<file path="src/rtl/decode_stage.sv">
// RV32I instruction-decode stage: control/immediate decode, WB->ID write-through bypass,
// and the ID/EX pipeline register with synchronous reset, flush and stall.
module decode_stage #(
  parameter int XLEN = 32
) (
  input  logic            clk,
  input  logic            rst,
  input  logic [XLEN-1:0] instr_d,
  input  logic [XLEN-1:0] pc_d,
  input  logic [XLEN-1:0] pc_plus4_d,
  input  logic            valid_d,
  input  logic            stall_d,
  input  logic            flush_e,
  output logic [4:0]      a1_d,
  output logic [4:0]      a2_d,
  input  logic [XLEN-1:0] rd1_rf,
  input  logic [XLEN-1:0] rd2_rf,
  input  logic            we_w,
  input  logic [4:0]      rd_w,
  input  logic [XLEN-1:0] result_w,
  output logic            valid_e,
  output logic [XLEN-1:0] rd1_e,
  output logic [XLEN-1:0] rd2_e,
  output logic [XLEN-1:0] imm_e,
  output logic [4:0]      rs1_e,
  output logic [4:0]      rs2_e,
  output logic [4:0]      rd_e,
  output logic [XLEN-1:0] pc_e,
  output logic [XLEN-1:0] pc_plus4_e,
  output logic            reg_write_e,
  output logic            mem_write_e,
  output logic            alu_src_e,
  output logic [1:0]      result_src_e,
  output logic            branch_e,
  output logic            jump_e,
  output logic [2:0]      alu_ctrl_e,
  output logic            illegal_e
);

  localparam logic [6:0] OP_LW  = 7'b0000011;
  localparam logic [6:0] OP_SW  = 7'b0100011;
  localparam logic [6:0] OP_R   = 7'b0110011;
  localparam logic [6:0] OP_I   = 7'b0010011;
  localparam logic [6:0] OP_BEQ = 7'b1100011;
  localparam logic [6:0] OP_JAL = 7'b1101111;

  localparam logic [2:0] ALU_ADD = 3'b000;
  localparam logic [2:0] ALU_SUB = 3'b001;
  localparam logic [2:0] ALU_AND = 3'b010;
  localparam logic [2:0] ALU_OR  = 3'b011;
  localparam logic [2:0] ALU_XOR = 3'b100;
  localparam logic [2:0] ALU_SLT = 3'b101;

  // Returns {unsupported, alu_ctrl} for the funct3-selected ALU operations.
  function automatic logic [3:0] alu_from_funct(input logic [2:0] f3, input logic is_sub);
    case (f3)
      3'b000:  alu_from_funct = {1'b0, (is_sub ? ALU_SUB : ALU_ADD)};
      3'b010:  alu_from_funct = {1'b0, ALU_SLT};
      3'b100:  alu_from_funct = {1'b0, ALU_XOR};
      3'b110:  alu_from_funct = {1'b0, ALU_OR};
      3'b111:  alu_from_funct = {1'b0, ALU_AND};
      default: alu_from_funct = {1'b1, ALU_ADD};
    endcase
  endfunction

  logic [6:0]      w_opcode;
  logic [2:0]      w_funct3;
  logic [3:0]      w_fn;
  logic [XLEN-1:0] w_imm;
  logic            w_reg_write;
  logic            w_mem_write;
  logic            w_alu_src;
  logic [1:0]      w_result_src;
  logic            w_branch;
  logic            w_jump;
  logic [2:0]      w_alu_ctrl;
  logic            w_illegal;
  logic [XLEN-1:0] w_rd1;
  logic [XLEN-1:0] w_rd2;

  logic            r_valid;
  logic [XLEN-1:0] r_rd1;
  logic [XLEN-1:0] r_rd2;
  logic [XLEN-1:0] r_imm;
  logic [4:0]      r_rs1;
  logic [4:0]      r_rs2;
  logic [4:0]      r_rd;
  logic [XLEN-1:0] r_pc;
  logic [XLEN-1:0] r_pc_plus4;
  logic            r_reg_write;
  logic            r_mem_write;
  logic            r_alu_src;
  logic [1:0]      r_result_src;
  logic            r_branch;
  logic            r_jump;
  logic [2:0]      r_alu_ctrl;
  logic            r_illegal;

  assign a1_d     = instr_d[19:15];
  assign a2_d     = instr_d[24:20];
  assign w_opcode = instr_d[6:0];
  assign w_funct3 = instr_d[14:12];
  // Only R-type honours funct7[5]; for I-ALU that bit is part of the immediate.
  assign w_fn     = alu_from_funct(w_funct3, (w_opcode == OP_R) && instr_d[30]);

  always_comb begin
    w_imm        = '0;
    w_reg_write  = 1'b0;
    w_mem_write  = 1'b0;
    w_alu_src    = 1'b0;
    w_result_src = 2'b00;
    w_branch     = 1'b0;
    w_jump       = 1'b0;
    w_alu_ctrl   = ALU_ADD;
    w_illegal    = 1'b0;
    case (w_opcode)
      OP_LW: begin
        w_imm        = {{20{instr_d[31]}}, instr_d[31:20]};
        w_alu_src    = 1'b1;
        w_result_src = 2'b01;
        w_reg_write  = 1'b1;
      end
      OP_SW: begin
        w_imm       = {{20{instr_d[31]}}, instr_d[31:25], instr_d[11:7]};
        w_alu_src   = 1'b1;
        w_mem_write = 1'b1;
      end
      OP_R: begin
        w_reg_write = 1'b1;
        w_alu_ctrl  = w_fn[2:0];
        w_illegal   = w_fn[3];
      end
      OP_I: begin
        w_imm       = {{20{instr_d[31]}}, instr_d[31:20]};
        w_alu_src   = 1'b1;
        w_reg_write = 1'b1;
        w_alu_ctrl  = w_fn[2:0];
        w_illegal   = w_fn[3];
      end
      OP_BEQ: begin
        w_imm      = {{19{instr_d[31]}}, instr_d[31], instr_d[7], instr_d[30:25], instr_d[11:8], 1'b0};
        w_branch   = 1'b1;
        w_alu_ctrl = ALU_SUB;
      end
      OP_JAL: begin
        w_imm        = {{11{instr_d[31]}}, instr_d[31], instr_d[19:12], instr_d[20], instr_d[30:21], 1'b0};
        w_jump       = 1'b1;
        w_reg_write  = 1'b1;
        w_result_src = 2'b10;
      end
      default: w_illegal = 1'b1;
    endcase
    // Bubbles and unsupported encodings must not cause any architectural side effect.
    if (w_illegal || !valid_d) begin
      w_reg_write  = 1'b0;
      w_mem_write  = 1'b0;
      w_alu_src    = 1'b0;
      w_result_src = 2'b00;
      w_branch     = 1'b0;
      w_jump       = 1'b0;
      w_alu_ctrl   = ALU_ADD;
    end
    if (!valid_d) w_illegal = 1'b0;
  end

  // Register file writes on the same edge, so forward the WB value; x0 is hard-wired.
  assign w_rd1 = (we_w && (rd_w != 5'd0) && (rd_w == a1_d)) ? result_w : rd1_rf;
  assign w_rd2 = (we_w && (rd_w != 5'd0) && (rd_w == a2_d)) ? result_w : rd2_rf;

  // ID/EX boundary
  always_ff @(posedge clk) begin
    if (rst || flush_e) begin
      r_valid      <= 1'b0;
      r_rd1        <= '0;
      r_rd2        <= '0;
      r_imm        <= '0;
      r_rs1        <= '0;
      r_rs2        <= '0;
      r_rd         <= '0;
      r_pc         <= '0;
      r_pc_plus4   <= '0;
      r_reg_write  <= 1'b0;
      r_mem_write  <= 1'b0;
      r_alu_src    <= 1'b0;
      r_result_src <= 2'b00;
      r_branch     <= 1'b0;
      r_jump       <= 1'b0;
      r_alu_ctrl   <= 3'b000;
      r_illegal    <= 1'b0;
    end else if (!stall_d) begin
      r_valid      <= valid_d;
      r_rd1        <= w_rd1;
      r_rd2        <= w_rd2;
      r_imm        <= w_imm;
      r_rs1        <= instr_d[19:15];
      r_rs2        <= instr_d[24:20];
      r_rd         <= instr_d[11:7];
      r_pc         <= pc_d;
      r_pc_plus4   <= pc_plus4_d;
      r_reg_write  <= w_reg_write;
      r_mem_write  <= w_mem_write;
      r_alu_src    <= w_alu_src;
      r_result_src <= w_result_src;
      r_branch     <= w_branch;
      r_jump       <= w_jump;
      r_alu_ctrl   <= w_alu_ctrl;
      r_illegal    <= w_illegal;
    end
  end

  assign valid_e      = r_valid;
  assign rd1_e        = r_rd1;
  assign rd2_e        = r_rd2;
  assign imm_e        = r_imm;
  assign rs1_e        = r_rs1;
  assign rs2_e        = r_rs2;
  assign rd_e         = r_rd;
  assign pc_e         = r_pc;
  assign pc_plus4_e   = r_pc_plus4;
  assign reg_write_e  = r_reg_write;
  assign mem_write_e  = r_mem_write;
  assign alu_src_e    = r_alu_src;
  assign result_src_e = r_result_src;
  assign branch_e     = r_branch;
  assign jump_e       = r_jump;
  assign alu_ctrl_e   = r_alu_ctrl;
  assign illegal_e    = r_illegal;

endmodule

</file>
<file path="config.mk">
export PLATFORM = sky130hd
export DESIGN_NAME = decode_stage
export DESIGN_NICKNAME = d
export VERILOG_FILES = /design/src/rtl/decode_stage.sv
export SDC_FILE = /design/constraint.sdc
export NUM_CORES = 1
export LEC_CHECK = 0
export BUFFER_PORTS_ARGS = -buffer_cell sky130_fd_sc_hd__buf_2
export CORE_AREA = 2 2 154 156
export CTS_BUF_LIST = sky130_fd_sc_hd__clkbuf_16
export DETAILED_ROUTE_END_ITERATION = 16
export DIE_AREA = 0 0 156 158
export GPL_ROUTABILITY_DRIVEN = 0
export GPL_TIMING_DRIVEN = 1
export HOLD_SLACK_MARGIN = 0.06
export PLACE_DENSITY = 0.73
export SLEW_MARGIN = 10
export SYNTH_ARGS = -nofsm -noshare
export SYNTH_HDL_FRONTEND = slang
export SYNTH_SLANG_ARGS = --single-unit
</file>
<file path="constraint.sdc">
create_clock -name clk -period 1.9 [get_ports clk]
set_input_delay 0.19 -clock clk [delete_from_list [all_inputs] [get_ports clk]]
set_output_delay 0.19 -clock clk [all_outputs]
set_load 0.02 [all_outputs]
</file>
==> summary.txt <==
Global routing
  • Vias in the first global route: 8,775
  • Remaining Overflow, GRT: 0
  • Initial antenna violation count: 2
  • First-pass GRT wire length: about 48,000 um
  • Pin count of the biggest net entering global routing: 69
  • GRT Util Overall: 24.54%

Worst setup path
  • Setup Crit Path Kind: in -> reg
  • Reg-to-reg critical path startpoint: rd2_e[11]$_SDFFE_PP0N_
  • Worst Setup Start Kind: input port
  • Worst reg-to-reg path cell count: 2
  • CP required: approximately 2200 ps
  • Nature of the critical path endpoint: register
  • Source of the critical timing path: instr_d[18]
  • R2R setup slack: between 1000 and 1500 ps
  • Crit path max fanout: 32
  • CP arrival: a little under 2000 ps
  • Worst reg2reg endpoint: rd2_e[11]$_SDFFE_PP0N_

Routing
  • 1st-pass router iterations: 5
  • Routed WL: 31,490 um
  • Wirelength per Cell: 19.42 um
  • Routed via count: 8,822
  • Remaining routing DRC violations: 0
  • Antenna-violating nets left: 0
  • Initial DRC Count: 1,062
  • Drt via density: 5.439

Hold path
  • Worst hold start: instr_d[4]
  • Hold Crit Endpoint: result_src_e[0]$_SDFFE_PP0N_
  • Hold Path Depth: 2
  • Worst hold path class: in -> reg

Timing
  • Endpoints failing setup: 0
  • Pins Over Slew Limit: 0
  • RSZ-0062 raised after global routing: false
  • Final Skew: 0 ps
  • Setup TNS: 0 ps
  • Worst-Margin Slew: 717.8 ps
  • Max Fclk: 622.7 MHz
  • Relative slew slack: 52.15%
  • Final period util: 84.53%
  • Final hold viol count: 0
  • Fin crit period: between 1500 and 2000 ps

Placement
  • IO buf count: 399
  • Detailed Place HPWL: approximately 20,000 um
  • Placed Area: just under 10,000 um2

Clocking
  • Clk sinks: 175
  • CTS resizes: 0
  • Later-pin clock latency in the skew report: 420 ps
  • CTS Buffer Depth: 2
  • Root buffer cell: clkbuf_16
  • H-tree depth: 4
  • CTS tree: built
  • Clock Pin Slew Worst Setup and Hold Paths: 70 ps
  • Num CTS Buffers: 17

Final layout
  • Antenna Cells: 0
  • Nets@finish: 1,522
  • Synth-to-Final Area Change: 53.19%
  • Util after Layout: 51.58%
  • Layout cells sized above 1: 35.74%
  • Final instance area: 11,890 um2

Synthesis
  • Post-synthesis sequential area ratio: 45.13%
  • Post-synth top area share: 45.13%
  • Post-synthesis average cell area: slightly above 9 um2
  • Commonest cells in the netlist: 175 x dfxtp_1, 87 x nor2_1, 86 x a21oi_1
  • Synthesized Nets: 1,046
  • Synthesis Warnings: 0
  • Leading area contributor after synthesis: dfxtp_1
  • Synthesized flop and latch total: ~180
  • Synth Flop Type: dfxtp_1
  • Largest cells by area after synthesis: dfxtp_1 45%, mux2i_1 9.2%, a41oi_1 6.9%, o31ai_1 6.3%, a21oi_1 5.5%
  • Syn Inst Count: 843
  • Distinct cells, synth: 43
  • Post-Syn Area: 7762 um2
  • Asr flop ratio synth: 0%
  • Post-synth EDFFs: 0
  • Most used standard cell by instance count after synthesis: dfxtp_1

Power
  • VDD IR max: 0.0005278 V
  • P_leak: 5.452 nW
  • Power per Cell Area: ~760 nW/um2

Floorplanning
  • Die area: 24,650 um2
  • IO Pins: 400
  • Vert. Die Dim: 158 um
  • Die Width: 156 um
  • Row count: 56
  • Starting density of the core: 33.67%
  • Core footprint: 23,050 um2

Run
  • MaxCap Viol Count: 0

Run status
  • Status: finished clean
==> report_power, final <==
group | switching (mW) | internal [mW] | total, mW | leakage (nW)
Sequential | 0.0610 | 3.78 | 3.84 | 1.43
Combinational | 0.964 | 0.730 | 1.69 | 3.74
Clock | 1.77 | 1.77 | 3.54 | 0.290
Total | 2.79 | 6.28 | 9.07 | 5.45
==> registers in the layout (all words and copies together), names as in the netlist, 2 cells and up <==
signal / cells
alu_ctrl_e: 3
imm_e: 21
pc_e: 32
pc_plus4_e: 32
rd1_e: 32
rd2_e: 32
rd_e: 5
result_src_e: 2
rs1_e: 5
rs2_e: 5
==> per-stage QoR <==
stage / power, mW / instances / worst slack (ps) / hold slack, ps
CTS: 9.121 / 1622 / 373.7 / 62.91
global route: 9.448 / 1622 / 272.0 / 76.05
detailed placement: 5.359 / 1451 / 94.12 / 412.6
floorplan: 4.736 / 843 / 351.1 / 322.8
global placement: 5.347 / 1451 / 123.9 / 407.0
finish: 9.075 / 1622 / 294.0 / 87.01
==> placed cells by master, fill, tap and decap left out, types with 3 or more instances in the layout <==
master and n:
xnor2_1 6, xor2_1 5, buf_2 398, inv_8 5, clkbuf_16 17, a21oi_1 86
a22oi_1 7, clkinv_8 3, buf_12 13, o21ai_0 82, a41oi_2 4, buf_4 15
o31ai_1 65, nor3_1 3, nor2_1 84, mux2i_1 71, a41oi_1 61, or2_2 3
nand2_1 22, a22o_1 9, dlygate4sd3_1 139, clkinv_4 3, inv_6 3, nor2b_1 11
dfxtp_1 175, inv_1 6, nand3_1 5
==> layer usage <==
metal	GRT usage, %	vias up	wire, um
li1	-	4066	-
met1	28.68	4156	12350
met2	43.57	523	15650
met3	5.557	75	2570
met4	9.830	2	916
met5	0	-	13
==> worst max-delay path by stage <==
stage	to	slack, ps	cells after the start
after global placement	rd2_e[11]$_SDFFE_PP0N_	120	6
after detailed placement	rd2_e[10]$_SDFFE_PP0N_	90	6
after floorplan	rd1_e[7]$_SDFFE_PP0N_	350	6
after CTS	rd1_e[14]$_SDFFE_PP0N_	370	7
after global routing	rd1_e[1]$_SDFFE_PP0N_	270	7
final	rd1_e[2]$_SDFFE_PP0N_	290	7
==> repair_timing <==
action,CTS,global route
endpoints found under the hold margin,139,0
buffers inserted,0,0
hold buffers,139,0
==> worst max-delay path, stage by stage <==
cell,delay [ps]
dlygate4sd3_1,540
buf_2,150
xnor2_1,230
and3_1,250
buf_12,230
a41oi_1,150
a21oi_1,210
==> final cells by class <==
class | count | area (um2)
inverter | 6 | 22.52
timing repair buffer | 566 | 3767
sequential | 175 | 3503
clock inverter | 15 | 162.7
multi-input combinational | 553 | 3647
tap | 290 | 362.8
fill | 2002 | 11160
clock buffer | 17 | 425.4
==> cells by family (layout without fill, tap and decap cells) <==
logic type	Yosys count	count (layout)	share of synthesized area, %
buffers and inverters	115	604	8.092
XOR/XNOR	11	11	1.241
multiplexers	71	71	9.155
AO/OA/AOI/OAI	325	325	27.89
flip-flops	175	175	45.13
AND/OR/NAND/NOR	146	146	8.494
(Power assumes the default switching activity.)
